===== config.mk =====
export PLATFORM = sky130hd
export DESIGN_NAME = sdram_responder
export DESIGN_NICKNAME = d
export VERILOG_FILES = /design/src/rtl/sdram_pkg.sv /design/src/rtl/sdram_read_pipe.sv /design/src/rtl/sdram_responder.sv
export SDC_FILE = /design/constraint.sdc
export NUM_CORES = 2
export LEC_CHECK = 0
export ABC_AREA = 1
export BUFFER_PORTS_ARGS = -buffer_cell sky130_fd_sc_hd__buf_2
export CAP_MARGIN = 20
export CORE_MARGIN = 2
export CORE_UTILIZATION = 31
export DETAILED_ROUTE_END_ITERATION = 7
export HOLD_SLACK_MARGIN = 0.1
export PLACE_DENSITY = 0.45
export RECOVER_POWER = 50
export SYNTH_ARGS = -nofsm -noshare
export SYNTH_HDL_FRONTEND = slang
export SYNTH_SLANG_ARGS = --single-unit

===== constraint.sdc =====
create_clock -name hclk -period 5.45 [get_ports hclk]
set_clock_uncertainty 0.2 [all_clocks]
set_input_delay 0.2725 -clock hclk [delete_from_list [all_inputs] [get_ports hclk]]
set_output_delay 0.2725 -clock hclk [all_outputs]
set_load 0.02 [all_outputs]

===== src/rtl/sdram_pkg.sv =====
// sdram_pkg: shared command/state types, error codes and command decode for sdram_responder
package sdram_pkg;

    typedef enum logic [2:0] {
        CMD_DESEL,
        CMD_NOP,
        CMD_ACTIVE,
        CMD_READ,
        CMD_WRITE,
        CMD_PRECHARGE,
        CMD_REFRESH,
        CMD_LOAD_MODE
    } cmd_t;

    typedef enum logic [2:0] {PWRUP, PRE_DONE, REF1, REF2, READY} init_state_t;

    localparam logic [2:0] ERR_NONE        = 3'd0;
    localparam logic [2:0] ERR_NOT_INIT    = 3'd1;
    localparam logic [2:0] ERR_BANK_CLOSED = 3'd2;
    localparam logic [2:0] ERR_TRCD        = 3'd3;
    localparam logic [2:0] ERR_ACT_OPEN    = 3'd4;
    localparam logic [2:0] ERR_REF_OPEN    = 3'd5;
    localparam logic [2:0] ERR_BAD_MODE    = 3'd6;

    // BURST_TERM (0110) falls through to NOP
    function automatic cmd_t decode_cmd(input logic cs_n, input logic ras_n, input logic cas_n,
                                        input logic we_n);
        logic [2:0] c;
        c = {ras_n, cas_n, we_n};
        return cs_n        ? CMD_DESEL :
               c == 3'b011 ? CMD_ACTIVE :
               c == 3'b101 ? CMD_READ :
               c == 3'b100 ? CMD_WRITE :
               c == 3'b010 ? CMD_PRECHARGE :
               c == 3'b001 ? CMD_REFRESH :
               c == 3'b000 ? CMD_LOAD_MODE : CMD_NOP;
    endfunction

endpackage


===== src/rtl/sdram_read_pipe.sv =====
// sdram_read_pipe: CAS-latency read return pipe
//   hclk/rst   clock, async active-high reset (flushes all entries)
//   en         clock enable; 0 holds every stage and the output
//   push       a legal READ was taken this edge; push_data/push_cl are its word and latency
//   dq_o/dq_oe returned word and its one-cycle valid
module sdram_read_pipe #(
    parameter int DATA_W = 16
) (
    input  logic              hclk,
    input  logic              rst,
    input  logic              en,
    input  logic              push,
    input  logic [DATA_W-1:0] push_data,
    input  logic [2:0]        push_cl,
    output logic [DATA_W-1:0] dq_o,
    output logic              dq_oe
);
    logic [2:0]             vld_q, vld_d;
    logic [2:0]             cl3_q, cl3_d;
    logic [2:0][DATA_W-1:0] dat_q, dat_d;
    logic [DATA_W-1:0]      dq_o_q, dq_o_d;
    logic                   dq_oe_q, dq_oe_d;
    logic                   sel1, sel2;

    // Stage k holds an entry k edges after its READ; the registered output
    // therefore takes stage CL-1 so it appears exactly CL edges after the READ.
    always_comb begin
        vld_d   = en ? {vld_q[1:0], push} : vld_q;
        cl3_d   = en ? {cl3_q[1:0], push_cl == 3'd3} : cl3_q;
        dat_d   = en ? {dat_q[1:0], push_data} : dat_q;
        sel2    = vld_q[2] && cl3_q[2];
        sel1    = vld_q[1] && !cl3_q[1];
        dq_oe_d = en ? (sel2 || sel1) : dq_oe_q;
        dq_o_d  = en ? (sel2 ? dat_q[2] : sel1 ? dat_q[1] : '0) : dq_o_q;
    end

    always_ff @(posedge hclk or posedge rst) begin
        if (rst) begin
            vld_q   <= '0;
            cl3_q   <= '0;
            dat_q   <= '0;
            dq_o_q  <= '0;
            dq_oe_q <= 1'b0;
        end else begin
            vld_q   <= vld_d;
            cl3_q   <= cl3_d;
            dat_q   <= dat_d;
            dq_o_q  <= dq_o_d;
            dq_oe_q <= dq_oe_d;
        end
    end

    assign dq_o  = dq_o_q;
    assign dq_oe = dq_oe_q;

endmodule


===== src/rtl/sdram_responder.sv =====
// sdram_responder: device-side SDRAM model checking init, tRCD and bank state
//   hclk/rst                   clock, async active-high reset
//   mem_cke..mem_addr          controller command bus (sampled only when mem_cke=1)
//   mem_dq_i                   write data taken with WRITE
//   mem_dq_o/mem_dq_oe         read data, valid CL cycles after READ
//   init_done/bank_open        init complete, per-bank open flags
//   cmd_err/err_code           one-cycle error pulse and sticky cause
module sdram_responder
    import sdram_pkg::*;
#(
    parameter int DATA_W = 16,
    parameter int ADDR_W = 12,
    parameter int ROW_W  = 2,
    parameter int COL_W  = 4,
    parameter int T_RCD  = 2
) (
    input  logic              hclk,
    input  logic              rst,
    input  logic              mem_cke,
    input  logic              mem_CSn,
    input  logic              mem_RASn,
    input  logic              mem_CASn,
    input  logic              mem_WEn,
    input  logic [1:0]        mem_ba,
    input  logic [ADDR_W-1:0] mem_addr,
    input  logic [DATA_W-1:0] mem_dq_i,
    output logic [DATA_W-1:0] mem_dq_o,
    output logic              mem_dq_oe,
    output logic              init_done,
    output logic [3:0]        bank_open,
    output logic              cmd_err,
    output logic [2:0]        err_code
);
    localparam int IDX_W = 2 + ROW_W + COL_W;
    localparam int RCD_W = $clog2(T_RCD + 1);

    init_state_t           state_q, state_d;
    logic [2:0]            cl_q, cl_d;
    logic [3:0]            open_q, open_d;
    logic [3:0][ROW_W-1:0] row_q, row_d;
    logic [3:0][RCD_W-1:0] rcd_q, rcd_d;
    logic                  err_q;
    logic [2:0]            code_q, code_d, err_d;
    logic                  wr_en, rd_en, ready, mode_ok;
    logic [IDX_W-1:0]      idx;
    logic [DATA_W-1:0]     mem_q [2**IDX_W];
    cmd_t                  cmd;
    logic                  unused_addr;

    assign unused_addr = ^mem_addr;

    always_comb begin
        cmd     = mem_cke ? decode_cmd(mem_CSn, mem_RASn, mem_CASn, mem_WEn) : CMD_NOP;
        idx     = {mem_ba, row_q[mem_ba], mem_addr[COL_W-1:0]};
        ready   = state_q == READY;
        mode_ok = mem_addr[2:0] == 3'b000 && (mem_addr[6:4] == 3'd2 || mem_addr[6:4] == 3'd3);
        state_d = state_q;
        cl_d    = cl_q;
        open_d  = open_q;
        row_d   = row_q;
        err_d   = ERR_NONE;
        wr_en   = 1'b0;
        rd_en   = 1'b0;
        for (int b = 0; b < 4; b++)
            rcd_d[b] = (mem_cke && rcd_q[b] != '0) ? rcd_q[b] - 1'b1 : rcd_q[b];
        case (cmd)
            CMD_PRECHARGE:
                if (ready) open_d = mem_addr[10] ? 4'b0000 : open_q & ~(4'b0001 << mem_ba);
                else if (state_q == PWRUP && mem_addr[10]) state_d = PRE_DONE;
                else err_d = ERR_NOT_INIT;
            CMD_REFRESH:
                if (state_q == PRE_DONE) state_d = REF1;
                else if (state_q == REF1) state_d = REF2;
                else if (ready) err_d = |open_q ? ERR_REF_OPEN : ERR_NONE;
                else err_d = ERR_NOT_INIT;
            CMD_LOAD_MODE:
                if (!(ready || state_q == REF2)) err_d = ERR_NOT_INIT;
                else if (!mode_ok) err_d = ERR_BAD_MODE;
                else begin
                    cl_d    = mem_addr[6:4];
                    state_d = READY;
                end
            CMD_ACTIVE:
                if (!ready) err_d = ERR_NOT_INIT;
                else if (open_q[mem_ba]) err_d = ERR_ACT_OPEN;
                else begin
                    open_d[mem_ba] = 1'b1;
                    row_d[mem_ba]  = mem_addr[ROW_W-1:0];
                    rcd_d[mem_ba]  = RCD_W'(T_RCD - 1);
                end
            CMD_READ, CMD_WRITE:
                if (!ready) err_d = ERR_NOT_INIT;
                else if (!open_q[mem_ba]) err_d = ERR_BANK_CLOSED;
                else if (rcd_q[mem_ba] != '0) err_d = ERR_TRCD;
                else begin
                    wr_en = cmd == CMD_WRITE;
                    rd_en = cmd == CMD_READ;
                    if (mem_addr[10]) open_d[mem_ba] = 1'b0;
                end
            default: ;
        endcase
        code_d = err_d != ERR_NONE ? err_d : code_q;
    end

    always_ff @(posedge hclk or posedge rst) begin
        if (rst) begin
            state_q <= PWRUP;
            cl_q    <= 3'd2;
            open_q  <= '0;
            row_q   <= '0;
            rcd_q   <= '0;
            err_q   <= 1'b0;
            code_q  <= ERR_NONE;
        end else begin
            state_q <= state_d;
            cl_q    <= cl_d;
            open_q  <= open_d;
            row_q   <= row_d;
            rcd_q   <= rcd_d;
            err_q   <= err_d != ERR_NONE;
            code_q  <= code_d;
        end
    end

    // Storage is deliberately unreset so data survives a controller reset
    always_ff @(posedge hclk) begin
        if (wr_en) mem_q[idx] <= mem_dq_i;
    end

    // Array read happens at the READ edge, so later writes cannot alter in-flight data
    sdram_read_pipe #(.DATA_W(DATA_W)) u_pipe (
        .hclk      (hclk),
        .rst       (rst),
        .en        (mem_cke),
        .push      (rd_en),
        .push_data (mem_q[idx]),
        .push_cl   (cl_q),
        .dq_o      (mem_dq_o),
        .dq_oe     (mem_dq_oe)
    );

    assign init_done = state_q == READY;
    assign bank_open = open_q;
    assign cmd_err   = err_q;
    assign err_code  = code_q;

endmodule

==> run summary <==
Status -> finished with violations
Failing checks -> capacitance limit, slew limit, setup timing
Reg2Reg Setup Slack -> 1.30 ns
Initial drt markers -> 10500
CTS tree -> done
Setup repair bufs after CTS -> 0
Reg clk slew, reported paths -> 0.06 ns
Commonest cells in the netlist -> nand2_1, edfxtp_1, nor2_1
Placed insts -> 20300
Max cap viols -> 30
Filler instances -> 51500
Largest net degree at the start of global routing -> 133
Setup WS post-layout -> -0.0600 ns
Syn. warnings -> 0
Setup crit end kind -> register
GPL Wtd Cong -> 0.847
Switch Pwr -> 16.1 mW
Root buf cell -> clkbuf_16
Worst hold slack -> 0.213 ns
Core area -> 525000 um^2
CTS Buffer Depth -> 4
Post-synth top area share -> 0.754
CTS H-Tree Depth -> 5
Setup Slack @ Placement -> 0.685 ns
IR drop worst, VDD -> 0.000292 V
CP max stage delay -> 3.68 ns
Setup CP Type -> input pin to register
Ys async rst share -> 0.0241
Flops & latches, synth -> 4197
Post-Synthesis Cells -> 13300
Antenna Violating Nets Remaining -> 0
Comb power frac -> 0.059
RSZ-0062 raised after global routing -> true
Power density cells -> 364 nW/um^2
Tot Pwr -> 69.1 mW
Initial antenna violation count -> 37
Number of I/O pins -> 63
Fmax -> 181 MHz
FF-to-FF path depth -> 8
# setup viols final -> 24
Critical path arrival -> 6.00 ns
Fin area -> 190000 um^2
Layout cell share with drive strength beyond 1 -> 0.0948
Post-synth EDFFs -> 4096
TNS Setup -> -0.908 ns
Synth-to-layout area growth -> 16.4%
Leak -> 66.6 nW
Die height -> 729 um
Seq. cell area -> 126000 um^2
Yosys cell types -> 32
Reg2Reg Launch Point -> row_q[7]$_DFFE_PP0P_
Post-Syn Area -> 163000 um^2
Clock power frac -> 0.425
I/O Buffers -> 58
Pre-antenna DRT Iters -> 5
Drt wl/cell -> 26.4 um
Most frequent cell after synthesis -> nand2_1
Die area -> 532000 um^2
DP HPWL -> 333000 um
GRT Util Overall -> 0.205
Fin crit share -> 1.01
Largest cells by area after synthesis -> edfxtp_1, nand2_1, nand4_1
Leading area contributor after synthesis -> edfxtp_1
Via density -> 4.90
DP Area -> 176000 um^2
Hold Path Class -> input pin to register
Fin util -> 0.362
Drt drc -> 0
Vias in the first global route -> 99300
Sw frac -> 0.234
Measured slew at the worst slew-check pin -> 5.81 ns
Vias -> 104000
FF-to-FF End -> mem_q[219][8]$_DFFE_PP_
First-pass GRT wire length -> 782000 um
Seq pwr share -> 0.516
Min cycle time layout -> 5.51 ns
Area of the multi-input gates -> 34900 um^2
Layout Nets -> 13900
CP Max Fanout -> 80
Chip width -> 729 um
Crit path max-delay cell type -> clkbuf_1
Starting Density -> 0.311
Overflow left after global routing -> 0
Pins Over Slew Limit -> 2327
Seq/Total Area, Yosys -> 0.769
Post-synth top flop -> edfxtp_1
Startpoint types -> input pin
Internal power -> 53.0 mW
Final Hold Fails -> 0
Clock Latency Late Sink -> 1.03 ns
Worst Path Required -> 5.94 ns
Routed Wire Length -> 558000 um
Max-slew headroom -> -2.87
Sequence of cells on the critical path -> dlygate4sd3_1 -> clkbuf_1 -> clkbuf_4
FP Rows -> 266
CTS Buf Count -> 447
Final cell count without fillers -> 21200
CP Launch Point -> mem_dq_i[0]
Syn_nets -> 13400
Critical Path Sink -> mem_q[174][0]$_DFFE_PP_
# clock sinks -> 4197
Syn avg cell area -> 12.3 um^2
## cell type report
class,instances,share of cell area
Antenna cell,11,0.000145
Clock inverter,231,0.00996
Tap cell,6968,0.0459
Clock buffer,589,0.0629
Multi-Input combinational cell,8347,0.184
Timing Repair Buffer,734,0.0343
Sequential cell,4197,0.661
Inverter,92,0.00198
## sequential cells by signal, indices dropped and copies added (netlist names), 3 cells and up
name          cells
cl_q              3
rcd_q             8
u_pipe.dq_o      16
u_pipe.cl3_q      3
u_pipe.vld_q      3
u_pipe.dat_q     48
err_code          3
row_q             8
state_q           3
bank_open         4
mem_q          4096
## layout by cell type (no fill, tap or decap), types with 16 or more instances in the layout
master | synthesis | layout
a21oi_1 | 226 | 226
a22oi_1 | 144 | 144
buf_12 | 0 | 81
buf_2 | 88 | 39
buf_4 | 1 | 503
bufinv_16 | 0 | 24
clkbuf_1 | 520 | 144
clkbuf_16 | 0 | 456
clkbuf_2 | 1 | 18
clkinv_1 | 1 | 112
clkinv_2 | 0 | 66
dfrtp_1 | 100 | 100
dlygate4sd3_1 | 0 | 60
edfxtp_1 | 4096 | 4096
inv_1 | 73 | 70
inv_2 | 18 | 16
nand2_1 | 6034 | 6020
nand3_1 | 163 | 163
nand4_1 | 654 | 654
nor2_1 | 688 | 627
nor2_2 | 5 | 53
nor4_1 | 17 | 17
o21ai_0 | 378 | 374
## per-layer routing
layer  wire [um]  global-route usage
met4       17100              0.0584
met5          72                   0
met3       33600              0.0278
met1      250000               0.291
met2      258000               0.328
## worst min path at each step
stage | from | endpoint | slack, ns | cells after the start
after floorplan | mem_dq_i[0] | mem_q[0][0]$_DFFE_PP_ | 0.17 | 0
after global placement | cl_q[2]$_DFFE_PP0P_ | u_pipe.cl3_q[0]$_DFFE_PP0P_ | 0.24 | 1
after detailed placement | cl_q[2]$_DFFE_PP0P_ | u_pipe.cl3_q[0]$_DFFE_PP0P_ | 0.27 | 1
after CTS | mem_dq_i[9] | mem_q[166][9]$_DFFE_PP_ | 0.10 | 2
after global routing | mem_ba[1] | rcd_q[6]$_DFF_PP0_ | 0.23 | 6
final | mem_ba[1] | rcd_q[6]$_DFF_PP0_ | 0.21 | 6
## cells by family after synthesis
kind of cell    after synthesis  synth area share
simple gates               7577             0.186
flops                      4197             0.769
buf+inv                     765            0.0183
compound gates              762            0.0256
xor+xnor                      4          0.000215
fa+ha+maj                     4          0.000307
## power groups by stage
stage	logic, mW	clock network, mW	registers (mW)
6_report	4.10	29.4	35.7
2_1_floorplan	1.72	0	36.3
5_1_grt	4.42	31.1	35.7
3_3_place_gp	4.12	0	36.3
3_5_place_dp	4.13	0	36.3
4_1_cts	4.19	29.9	35.6
## worst max-delay path, delay by kind of cell
kind	cells	cell delay, ns
buffers and inverters	3	5.49
## what timing repair did
| action | CTS | global route |
|---|---|---|
| hold buffers | 60 | 0 |
| endpoints found under the hold margin | 3478 | 0 |
| resized for setup | 0 | 18 |
| setup endpoints to repair | 0 | 230 |
Power figures use the tool's default switching activity.
